$ cat src/rtl/ex_issue_ctrl_if.sv
// Decode / execute / memory-stage handshake bundle for the execution issue controller.
// master = the side driving decode and memory-stage inputs; slave = the controller.
interface ex_issue_ctrl_if;
  logic        id_valid;
  logic [1:0]  id_op_class;
  logic        id_ready;
  logic        flush;
  logic        ex_issue;
  logic        ex_busy;
  logic [5:0]  ex_cnt;
  logic        ex_result_valid;
  logic        mem_ready;
  logic        err_illegal;
  logic [15:0] stall_cycles;

  modport master (
    output id_valid, id_op_class, flush, mem_ready,
    input  id_ready, ex_issue, ex_busy, ex_cnt, ex_result_valid, err_illegal, stall_cycles
  );

  modport slave (
    input  id_valid, id_op_class, flush, mem_ready,
    output id_ready, ex_issue, ex_busy, ex_cnt, ex_result_valid, err_illegal, stall_cycles
  );
endinterface

$ cat src/rtl/ex_issue_ctrl.sv
// Execution-stage issue controller: accepts ops from decode, sequences ALU/MUL/DIV latency,
// stalls decode while an op is in flight and hands results to the memory stage.
module ex_issue_ctrl #(
  parameter int MUL_LATENCY = 3,
  parameter int DIV_LATENCY = 33
) (
  input logic           clk,
  input logic           rst_n,
  ex_issue_ctrl_if.slave bus
);

  if (MUL_LATENCY < 1 || MUL_LATENCY > 63) begin : g_bad_mul
    $error("ex_issue_ctrl: MUL_LATENCY must be in 1..63");
  end
  if (DIV_LATENCY < 1 || DIV_LATENCY > 63) begin : g_bad_div
    $error("ex_issue_ctrl: DIV_LATENCY must be in 1..63");
  end

  localparam logic [1:0] CLS_ALU = 2'd0;
  localparam logic [1:0] CLS_MUL = 2'd1;
  localparam logic [1:0] CLS_DIV = 2'd2;
  localparam logic [1:0] CLS_RSV = 2'd3;

  typedef enum logic [1:0] {
    S_IDLE = 2'd0,
    S_EXEC = 2'd1,
    S_DONE = 2'd2
  } state_e;

  state_e      state_q, state_d;
  logic [5:0]  cnt_q, cnt_d;
  logic        err_q, err_d;
  logic [15:0] stall_q, stall_d;

  logic        ready;
  logic        accept;
  logic [5:0]  lat;

  // Class 3 is executed as a single-cycle ALU op; it only raises err_illegal.
  always_comb begin
    lat = 6'd1;
    unique case (bus.id_op_class)
      CLS_MUL: lat = 6'(MUL_LATENCY);
      CLS_DIV: lat = 6'(DIV_LATENCY);
      CLS_ALU,
      CLS_RSV: lat = 6'd1;
      default: lat = 6'd1;
    endcase
  end

  // DONE with mem_ready frees the slot in the same cycle, giving back-to-back issue.
  assign ready  = rst_n & ~bus.flush &
                  ((state_q == S_IDLE) | ((state_q == S_DONE) & bus.mem_ready));
  assign accept = bus.id_valid & ready;

  always_comb begin
    state_d = state_q;
    cnt_d   = cnt_q;
    err_d   = err_q;
    stall_d = stall_q;

    if (bus.id_valid && !ready && stall_q != 16'hFFFF)
      stall_d = stall_q + 16'd1;

    if (bus.flush) begin
      state_d = S_IDLE;
      cnt_d   = 6'd0;
    end else if (accept) begin
      if (bus.id_op_class == CLS_RSV)
        err_d = 1'b1;
      if (lat == 6'd1) begin
        state_d = S_DONE;
        cnt_d   = 6'd0;
      end else begin
        state_d = S_EXEC;
        cnt_d   = lat - 6'd1;
      end
    end else begin
      unique case (state_q)
        S_EXEC: begin
          if (cnt_q == 6'd1) begin
            state_d = S_DONE;
            cnt_d   = 6'd0;
          end else begin
            cnt_d = cnt_q - 6'd1;
          end
        end
        S_DONE: begin
          if (bus.mem_ready)
            state_d = S_IDLE;
        end
        S_IDLE: ;
        default: begin
          state_d = S_IDLE;
          cnt_d   = 6'd0;
        end
      endcase
    end
  end

  always_ff @(posedge clk or negedge rst_n) begin
    if (!rst_n) begin
      state_q <= S_IDLE;
      cnt_q   <= 6'd0;
      err_q   <= 1'b0;
      stall_q <= 16'd0;
    end else begin
      state_q <= state_d;
      cnt_q   <= cnt_d;
      err_q   <= err_d;
      stall_q <= stall_d;
    end
  end

  // A flush discards a waiting result even when memory is ready to take it.
  assign bus.id_ready        = ready;
  assign bus.ex_issue        = accept;
  assign bus.ex_busy         = (state_q != S_IDLE);
  assign bus.ex_cnt          = cnt_q;
  assign bus.ex_result_valid = (state_q == S_DONE) & ~bus.flush;
  assign bus.err_illegal     = err_q;
  assign bus.stall_cycles    = stall_q;

endmodule

$ cat src/flat_wrapper.sv
// flat-port wrapper written by rule: the top's interface ports become plain ports
module ex_issue_ctrl_flat 
#(
  parameter int MUL_LATENCY = 3,
  parameter int DIV_LATENCY = 33
)
  (clk, rst_n, bus_id_valid, bus_id_op_class, bus_flush, bus_mem_ready, bus_id_ready, bus_ex_issue, bus_ex_busy, bus_ex_cnt, bus_ex_result_valid, bus_err_illegal, bus_stall_cycles);
  ex_issue_ctrl_if bus_i ();
  input logic clk;
  input logic rst_n;
  input wire logic [$bits(bus_i.id_valid)-1:0] bus_id_valid;
  input wire logic [$bits(bus_i.id_op_class)-1:0] bus_id_op_class;
  input wire logic [$bits(bus_i.flush)-1:0] bus_flush;
  input wire logic [$bits(bus_i.mem_ready)-1:0] bus_mem_ready;
  output wire logic [$bits(bus_i.id_ready)-1:0] bus_id_ready;
  output wire logic [$bits(bus_i.ex_issue)-1:0] bus_ex_issue;
  output wire logic [$bits(bus_i.ex_busy)-1:0] bus_ex_busy;
  output wire logic [$bits(bus_i.ex_cnt)-1:0] bus_ex_cnt;
  output wire logic [$bits(bus_i.ex_result_valid)-1:0] bus_ex_result_valid;
  output wire logic [$bits(bus_i.err_illegal)-1:0] bus_err_illegal;
  output wire logic [$bits(bus_i.stall_cycles)-1:0] bus_stall_cycles;
  assign bus_i.id_valid = bus_id_valid;
  assign bus_i.id_op_class = bus_id_op_class;
  assign bus_i.flush = bus_flush;
  assign bus_i.mem_ready = bus_mem_ready;
  assign bus_id_ready = bus_i.id_ready;
  assign bus_ex_issue = bus_i.ex_issue;
  assign bus_ex_busy = bus_i.ex_busy;
  assign bus_ex_cnt = bus_i.ex_cnt;
  assign bus_ex_result_valid = bus_i.ex_result_valid;
  assign bus_err_illegal = bus_i.err_illegal;
  assign bus_stall_cycles = bus_i.stall_cycles;
  ex_issue_ctrl #(.MUL_LATENCY(MUL_LATENCY), .DIV_LATENCY(DIV_LATENCY)) u_core (.clk(clk), .rst_n(rst_n), .bus(bus_i));
endmodule
$ cat config.mk
export PLATFORM = sky130hd
export DESIGN_NAME = ex_issue_ctrl_flat
export DESIGN_NICKNAME = d
export VERILOG_FILES = /design/src/rtl/ex_issue_ctrl_if.sv /design/src/rtl/ex_issue_ctrl.sv /design/src/flat_wrapper.sv
export SDC_FILE = /design/constraint.sdc
export NUM_CORES = 1
export LEC_CHECK = 0
export BUFFER_PORTS_ARGS = -buffer_cell sky130_fd_sc_hd__buf_4
export CORE_MARGIN = 4
export CORE_UTILIZATION = 47
export CTS_CLUSTER_DIAMETER = 40
export DETAILED_ROUTE_END_ITERATION = 10
export GPL_ROUTABILITY_DRIVEN = 0
export PLACE_DENSITY = 0.75
export SLEW_MARGIN = 40
export SYNTH_ARGS = -nofsm -noshare
export SYNTH_HDL_FRONTEND = slang
export SYNTH_SLANG_ARGS = --single-unit
$ cat constraint.sdc
create_clock -name clk -period 1.6 [get_ports clk]
set_input_delay 0.24 -clock clk [delete_from_list [all_inputs] [get_ports clk]]
set_output_delay 0.24 -clock clk [all_outputs]
set_load 0.03 [all_outputs]
==> reports/results.txt, run 1 <==
post-synth top area share: 46.3%
vias in the first global route: 1238
Non-Filler Instances: 245
layout cells sized above 1: 59.8%
sequential-to-total area share from yosys stat: 46.3%
GRT overflow: 0
DP HPWL: 2.59 mm
Critical Path Slowest Stage Cell: dfrtp_1
Pleak: 1.07 nW
Clock Pin Slew Worst Setup and Hold Paths: 0.14 ns
Clock power frac: 11.8%
count leader, synth: dfrtp_1
Layout Utilization: 79.9%
ANT nets after route: 0
# Max-Cap Violations: 0
Final Setup Violations: 9
hold crit path type: in -> async
Post-Syn Instances: 135
DR WL/cell: 15.8 um
clock buffer count from CTS: 3
FP Rows: 19
Worst Skew: 0.0132 ns
Synth Register Bits: 25
yosys warns: 0
CP Cell Sequence: and2b_2 -> buf_6 -> nor3_4 -> buf_6 -> buf_6
first-pass GRT wire length: 5.37 mm
synth top area cells: dfrtp_1 (46%), xor2_1 (7.1%), ha_1 (5.6%)
WP data required: 1.36 ns
Synth area leader: dfrtp_1
Sink Count: 25
Tot GR Track Use: 19.3%
Synth Cell Area: 1350 um^2
Final WS setup: -0.153 ns
ANT cells: 0
ys async rst share: 100%
post-synth cell types: 32
initial antenna violation count: 0
Syn Area/Cell: 10.0 um^2
met1 Usage GRT: 21.4%
Post-synth top flop: dfrtp_1
# port buffers: 33
met3 GRT Util: 2.73%
Max VDD drop: 1.15 mV
TritonCTS clock tree: done
Comb power frac: 51.1%
Placed Area: 1910 um^2
Final min period: 1.75 ns
Final Slew Violations: 0
cell count after placement: 229
Slew @ Worst Pin: 0.324 ns
Clock Latency Late Sink: 0.32 ns
Mapped Nets: 148
CP dominant cell by count: buf_6
I/O pin cnt: 34
Worst EP arrival: 1.51 ns
largest net degree at the start of global routing: 26
FF-to-FF setup slack: -0.15 ns
root buf cell: clkbuf_4
Clock Path Buffers: 2
crit share post-route: 110%
drt initial violations: 55
Initial Util: 49.0%
RSZ-0062 raised after global routing: true
CP Launch Type: register
gr busiest metal: met2
WS Path Type: reg -> out
core area: 2760 um^2
Nets: 228
Slew Limit Headroom: 78.4%
Sw Ratio: 39.9%
DR vias/cell: 5.28
Detailed Route WL: 3.88 mm
sequential share of power: 37.1%
Commonest cells post-synth: dfrtp_1 (25), nor2_1 (14), xor2_1 (11)
Design Area, Final: 2200 um^2
Fin. Hold Viols: 0
Hold-fix buffers, CTS: 0
die area: 3800 um^2
NetSw: 0.000949 W
Area growth, synth to finish: 62.8%
FMAX: 571 MHz
H-tree depth: 1
Vias: 1293
DIE WIDTH: 61.6 um
global-route met2 utilization: 37.2%
failing checks: negative setup slack
cell internal pwr: 0.00143 W
DRT Pass-1 Iters: 4
DRC Markers: 0
Crit. End Element: output port
outcome: finished with violations
critical-path maximum fanout: 3
Power Density: 1080 nW/um^2
Critical Path Max Stage Delay: 0.42 ns
Post-synth EDFFs: 0
Die Height: 61.6 um
==> sequential cells by signal (all words and copies together) (netlist names) <==
name,count
u_core.bus.ex_cnt,6
u_core.state_q,2
u_core.bus.err_illegal,1
u_core.bus.stall_cycles,16
==> routing by layer <==
metal / up-vias / wire (um)
li1: 620 / -
met2: 38 / 2150
met3: 8 / 165
met4: 0 / 69
met5: - / 0
met1: 627 / 1490
==> placed cells by master, fill, tap and decap left out, drive strengths merged, types with 3 or more instances in the layout <==
cell type / n
a21oi: 5
buf: 77
clkbuf: 3
dfrtp: 25
ha: 6
inv: 10
mux2: 3
nand2: 8
nand3: 8
nand4: 3
nor2: 14
nor3: 12
nor4: 3
or2: 4
xnor2: 7
xor2: 11
==> power by group through the flow <==
stage	combinational, W	clock [W]	sequential [W]
floorplan	0.000313	0	0.00117
global placement	0.00106	0	0.000871
detailed placement	0.00110	0	0.000882
CTS	0.00113	0.000292	0.000871
global route	0.00130	0.000317	0.000902
finish	0.00122	0.000280	0.000883
==> area by class of cell <==
cell class	count	area (um^2)
tap	31	38.8
sequential	25	642
clock inverter	1	5.00
fill	179	556
multi-input combinational	98	828
timing repair buffer	77	628
inverter	10	37.5
clock buffer	3	22.5
==> critical path: cells and delay by family (launching register included) <==
kind	cells	cell delay (ns)
simple gates	2	0.38
flops	1	0.42
buf+inv	3	0.38
==> final timing paths <==
path                                                             start                                endpoint  cells after the start
worst max-delay path                     u_core.state_q[1]$_DFFE_PN0P_                            bus_ex_issue                      5
min in group clk                                             bus_flush        u_core.bus.ex_cnt[1]$_DFFE_PN0P_                      3
max in group asynchronous                                        rst_n  u_core.bus.stall_cycles[3]$_DFFE_PN0P_                      3
worst max register to register  u_core.bus.stall_cycles[0]$_DFFE_PN0P_  u_core.bus.stall_cycles[7]$_DFFE_PN0P_                      7
worst min register to register      u_core.bus.err_illegal$_DFFE_PN0P_      u_core.bus.err_illegal$_DFFE_PN0P_                      1
worst min-delay path                                             rst_n           u_core.state_q[1]$_DFFE_PN0P_                      3
==> cell families (layout without fill, tap and decap cells) <==
group                    count (synthesis)  in the layout  share of synthesized area, %
adder cells (fa/ha/maj)                  6              6                          5.55
flip-flops                              25             25                          46.3
AO/OA/AOI/OAI                           12             12                          6.75
multiplexers                             4              4                          3.24
XOR/XNOR                                18             18                          11.7
buffers and inverters                   12             91                          3.52
AND/OR/NAND/NOR                         58             58                          23.0
==> stage by stage <==
step	hold WS (ns)	worst slack (ns)	TNS, ns	total power [W]
floorplan	-0.0556	-0.0795	-0.339	0.00148
CTS	0.0168	-0.0965	-0.259	0.00229
detailed placement	0.376	-0.113	-0.301	0.00198
global placement	0.361	-0.0520	-0.0520	0.00193
finish	0.0142	-0.153	-0.821	0.00238
global route	0.0233	-0.205	-1.42	0.00252
==> timing repair <==
| action | 4_1_cts | 5_1_grt |
|---|---|---|
| pin swaps | 9 | 9 |
| buffers inserted | 6 | 10 |
| hold endpoints to repair | 0 | 0 |
| resized for setup | 16 | 21 |
| endpoints found under the setup margin | 9 | 23 |
(Power assumes the default switching activity.)
==> inputs of run 2 (changes only) <==
Settings changed: ABC_AREA from default to 1, CORE_UTILIZATION 47 to 49, PLACE_DENSITY 0.75 to 0.76.
==> run 2 against run 1 <==
Against the previous run: the run now ends clean; utilization fell by 11 points; register-to-register slack improved by 0.25 ns; clock skew fell by 0.0062 ns; clock-buffer cell count did not move; fmax rose by 14%; worst hold slack improved by 0.14 ns; cell count rose by 35%; sequential cell count did not move; final area fell by 2.4%; die area rose by 14%; area after synthesis rose by 21%; sequential share of layout area rose by 0.089 points; critical endpoint is now bus_ex_result_valid.
==> reports/results.txt, run 2 <==
H-tree depth: 1
Sink Count: 25
first-pass GRT wire length: 6.84 mm
outcome: complete, no violations
Worst path top cell family by delay: flip-flops
I/O pin cnt: 34
Synth Register Bits: 25
Largest register FFs: 16
Post-Syn Instances: 232
synth top area cells: dfrtp_1 (38%), nand2_1 (20%), inv_1 (6.7%)
root buf cell: clkbuf_4
worst hold path startpoint: bus_flush
Mapped Nets: 245
Fin. Hold Viols: 0
Placed Area: 2010 um^2
Worst Hold Path EP: u_core.bus.ex_cnt[4]$_DFFE_PN0P_
post-synth top area share: 38.4%
RSZ-0062 raised after global routing: true
NetSw: 0.000853 W
Detailed Route WL: 4.03 mm
post-synth cell types: 22
FF-to-FF setup slack: 0.10 ns
Power Density: 935 nW/um^2
Clock Path Buffers: 2
Post-synth top flop: dfrtp_1
critical-path maximum fanout: 2
DP HPWL: 2.98 mm
die area: 4310 um^2
Clock Latency Late Sink: 0.35 ns
FMAX: 648 MHz
yosys warns: 0
DRC Markers: 0
vias in the first global route: 1490
sequential share of power: 41.1%
CP Cell Sequence: buf_4 -> nor3_4 -> buf_6
Synth Cell Area: 1630 um^2
Crit path depth: 3
ANT cells: 0
# port buffers: 33
Tot GR Track Use: 20.8%
largest net degree at the start of global routing: 19
clock buffer count from CTS: 3
Slew Limit Headroom: 72.3%
area occupied by multi-input gates: 921 um^2
Critical Path Max Stage Delay: 0.45 ns
Clock power frac: 15.7%
Post-synth EDFFs: 0
Seq. cell area: 628 um^2
fill count: 283
Final Setup Violations: 0
DR WL/cell: 12.2 um
CP Launch Type: register
ys async rst share: 100%
DRT Pass-1 Iters: 4
DIE WIDTH: 65.7 um
Crit. End Element: output port
Critical path buffers and inverters: 2
drt initial violations: 72
Critical Path Slowest Stage Cell: dfrtp_1
ANT nets after route: 0
Final min period: 1.54 ns
Slew @ Worst Pin: 0.414 ns
commonest non-fill, non-tap cells in the layout: nand2_1 (87), buf_4 (50), inv_1 (29)
Syn Area/Cell: 7.03 um^2
count leader, synth: nand2_1
Worst EP arrival: 1.30 ns
Die Height: 65.7 um
TritonCTS clock tree: done
Design Area, Final: 2150 um^2
Area growth, synth to finish: 31.8%
Vias: 1638
cell internal pwr: 0.00115 W
Worst Hold Depth: 2
Sw Ratio: 42.5%
layout cells sized above 1: 26.9%
Layout Utilization: 68.7%
Initial Util: 52.1%
Worst Skew: 0.00705 ns
Nets: 300
Synth area leader: dfrtp_1
Clock Pin Slew Worst Setup and Hold Paths: 0.15 ns
hold crit path type: in -> reg
Commonest cells post-synth: nand2_1 (89), inv_1 (29), dfrtp_1 (25), nor2_1 (25), nand3_1 (11)
RR Startpoint: u_core.bus.stall_cycles[0]$_DFFE_PN0P_
core area: 3130 um^2
Comb power frac: 43.3%
GRT overflow: 0
WS Path Type: reg -> out
crit share post-route: 96.5%
initial antenna violation count: 0
Max VDD drop: 0.519 mV
FF-to-FF path depth: 10
sequential-to-total area share from yosys stat: 38.4%
leading cell type in the layout, fill and taps excluded: nand2_1
DR vias/cell: 4.96
# Max-Cap Violations: 0
Pleak: 1.16 nW
Final Slew Violations: 0
worst r2r dst: u_core.bus.stall_cycles[11]$_DFFE_PN0P_
FP Rows: 20
WP data required: 1.36 ns
[run 2: changes by cell type after synthesis, sizes merged, moves of 4 or more]
| cell | delta |
|---|---|
| inv | +19 |
| nand2 | +88 |
| nand4 | +5 |
| nor2 | +12 |
| nor3 | -10 |
| o21ai | +7 |
| or2 | -4 |
| xor2 | -5 |
[run 2: repair_timing]
action	4_1_cts	5_1_grt
setup endpoints to repair	1	22
hold endpoints to repair	25	0
setup buffers	2	2
hold buffers	1	0
pin swaps	1	5
gates resized for setup	3	12
[run 2: worst max path at each step]
stage,start,end,slack [ns]
5_1_grt,u_core.bus.stall_cycles[0]$_DFFE_PN0P_,u_core.bus.stall_cycles[12]$_DFFE_PN0P_,-0.008
2_1_floorplan,u_core.bus.stall_cycles[0]$_DFFE_PN0P_,u_core.bus.stall_cycles[8]$_DFFE_PN0P_,0.003
4_1_cts,u_core.state_q[0]$_DFFE_PN0P_,bus_ex_issue,0.001
6_report,u_core.state_q[0]$_DFFE_PN0P_,bus_ex_result_valid,0.06
3_5_place_dp,u_core.bus.stall_cycles[0]$_DFFE_PN0P_,u_core.bus.stall_cycles[8]$_DFFE_PN0P_,0.1
3_3_place_gp,u_core.state_q[0]$_DFFE_PN0P_,u_core.state_q[1]$_DFFE_PN0P_,0.14
[run 2: final cells by class]
class | instances | area share [%]
flip-flops and latches | 25 | 29.2
multi-input cells | 175 | 42.9
inverters | 29 | 5.07
clock inverters | 1 | 0.233
clock buffers | 3 | 1.05
well taps | 44 | 2.56
repair buffers | 53 | 19.0
[run 2: cells by family (layout without fill, tap and decap cells)]
logic type	count (synthesis)	count (layout)	share of synthesized area [%]
buf+inv	32	86	8.90
simple gates	146	146	38.2
compound gates	12	12	3.99
fa+ha+maj	6	6	4.60
xor+xnor	11	11	5.91
flops	25	25	38.4
[run 2: power groups by stage]
| stage | Sequential [W] | Clock (W) | Combinational (W) |
|---|---|---|---|
| 2_1_floorplan | 0.000987 | 0 | 0.000365 |
| 3_3_place_gp | 0.000820 | 0 | 0.000802 |
| 3_5_place_dp | 0.000827 | 0 | 0.000824 |
| 4_1_cts | 0.000814 | 0.000310 | 0.000837 |
| 5_1_grt | 0.000841 | 0.000348 | 0.000953 |
| 6_report | 0.000824 | 0.000315 | 0.000868 |
[run 2: stage by stage]
step	total power [W]	hold slack (ns)	setup TNS, ns	std cells	setup slack, ns
2_1_floorplan	0.00135	-0.0556	0	232	0.00293
3_3_place_gp	0.00162	0.0770	0	321	0.138
3_5_place_dp	0.00165	0.0762	0	321	0.0983
4_1_cts	0.00196	0.123	0	328	0.00102
5_1_grt	0.00214	0.139	-0.0149	330	-0.00793
6_report	0.00201	0.154	0	330	0.0566
[run 2: per-layer routing]
metal | vias to the layer above | wire length (um) | share of wire (%) | track usage (%)
met2 | 46 | 1840 | 46 | 30.0
met5 | - | 0 | 0 | 0
met3 | 5 | 225 | 5.6 | 4.27
met4 | 0 | 68 | 1.7 | 10.4
met1 | 760 | 1900 | 47 | 29.1
li1 | 827 | - | - | -
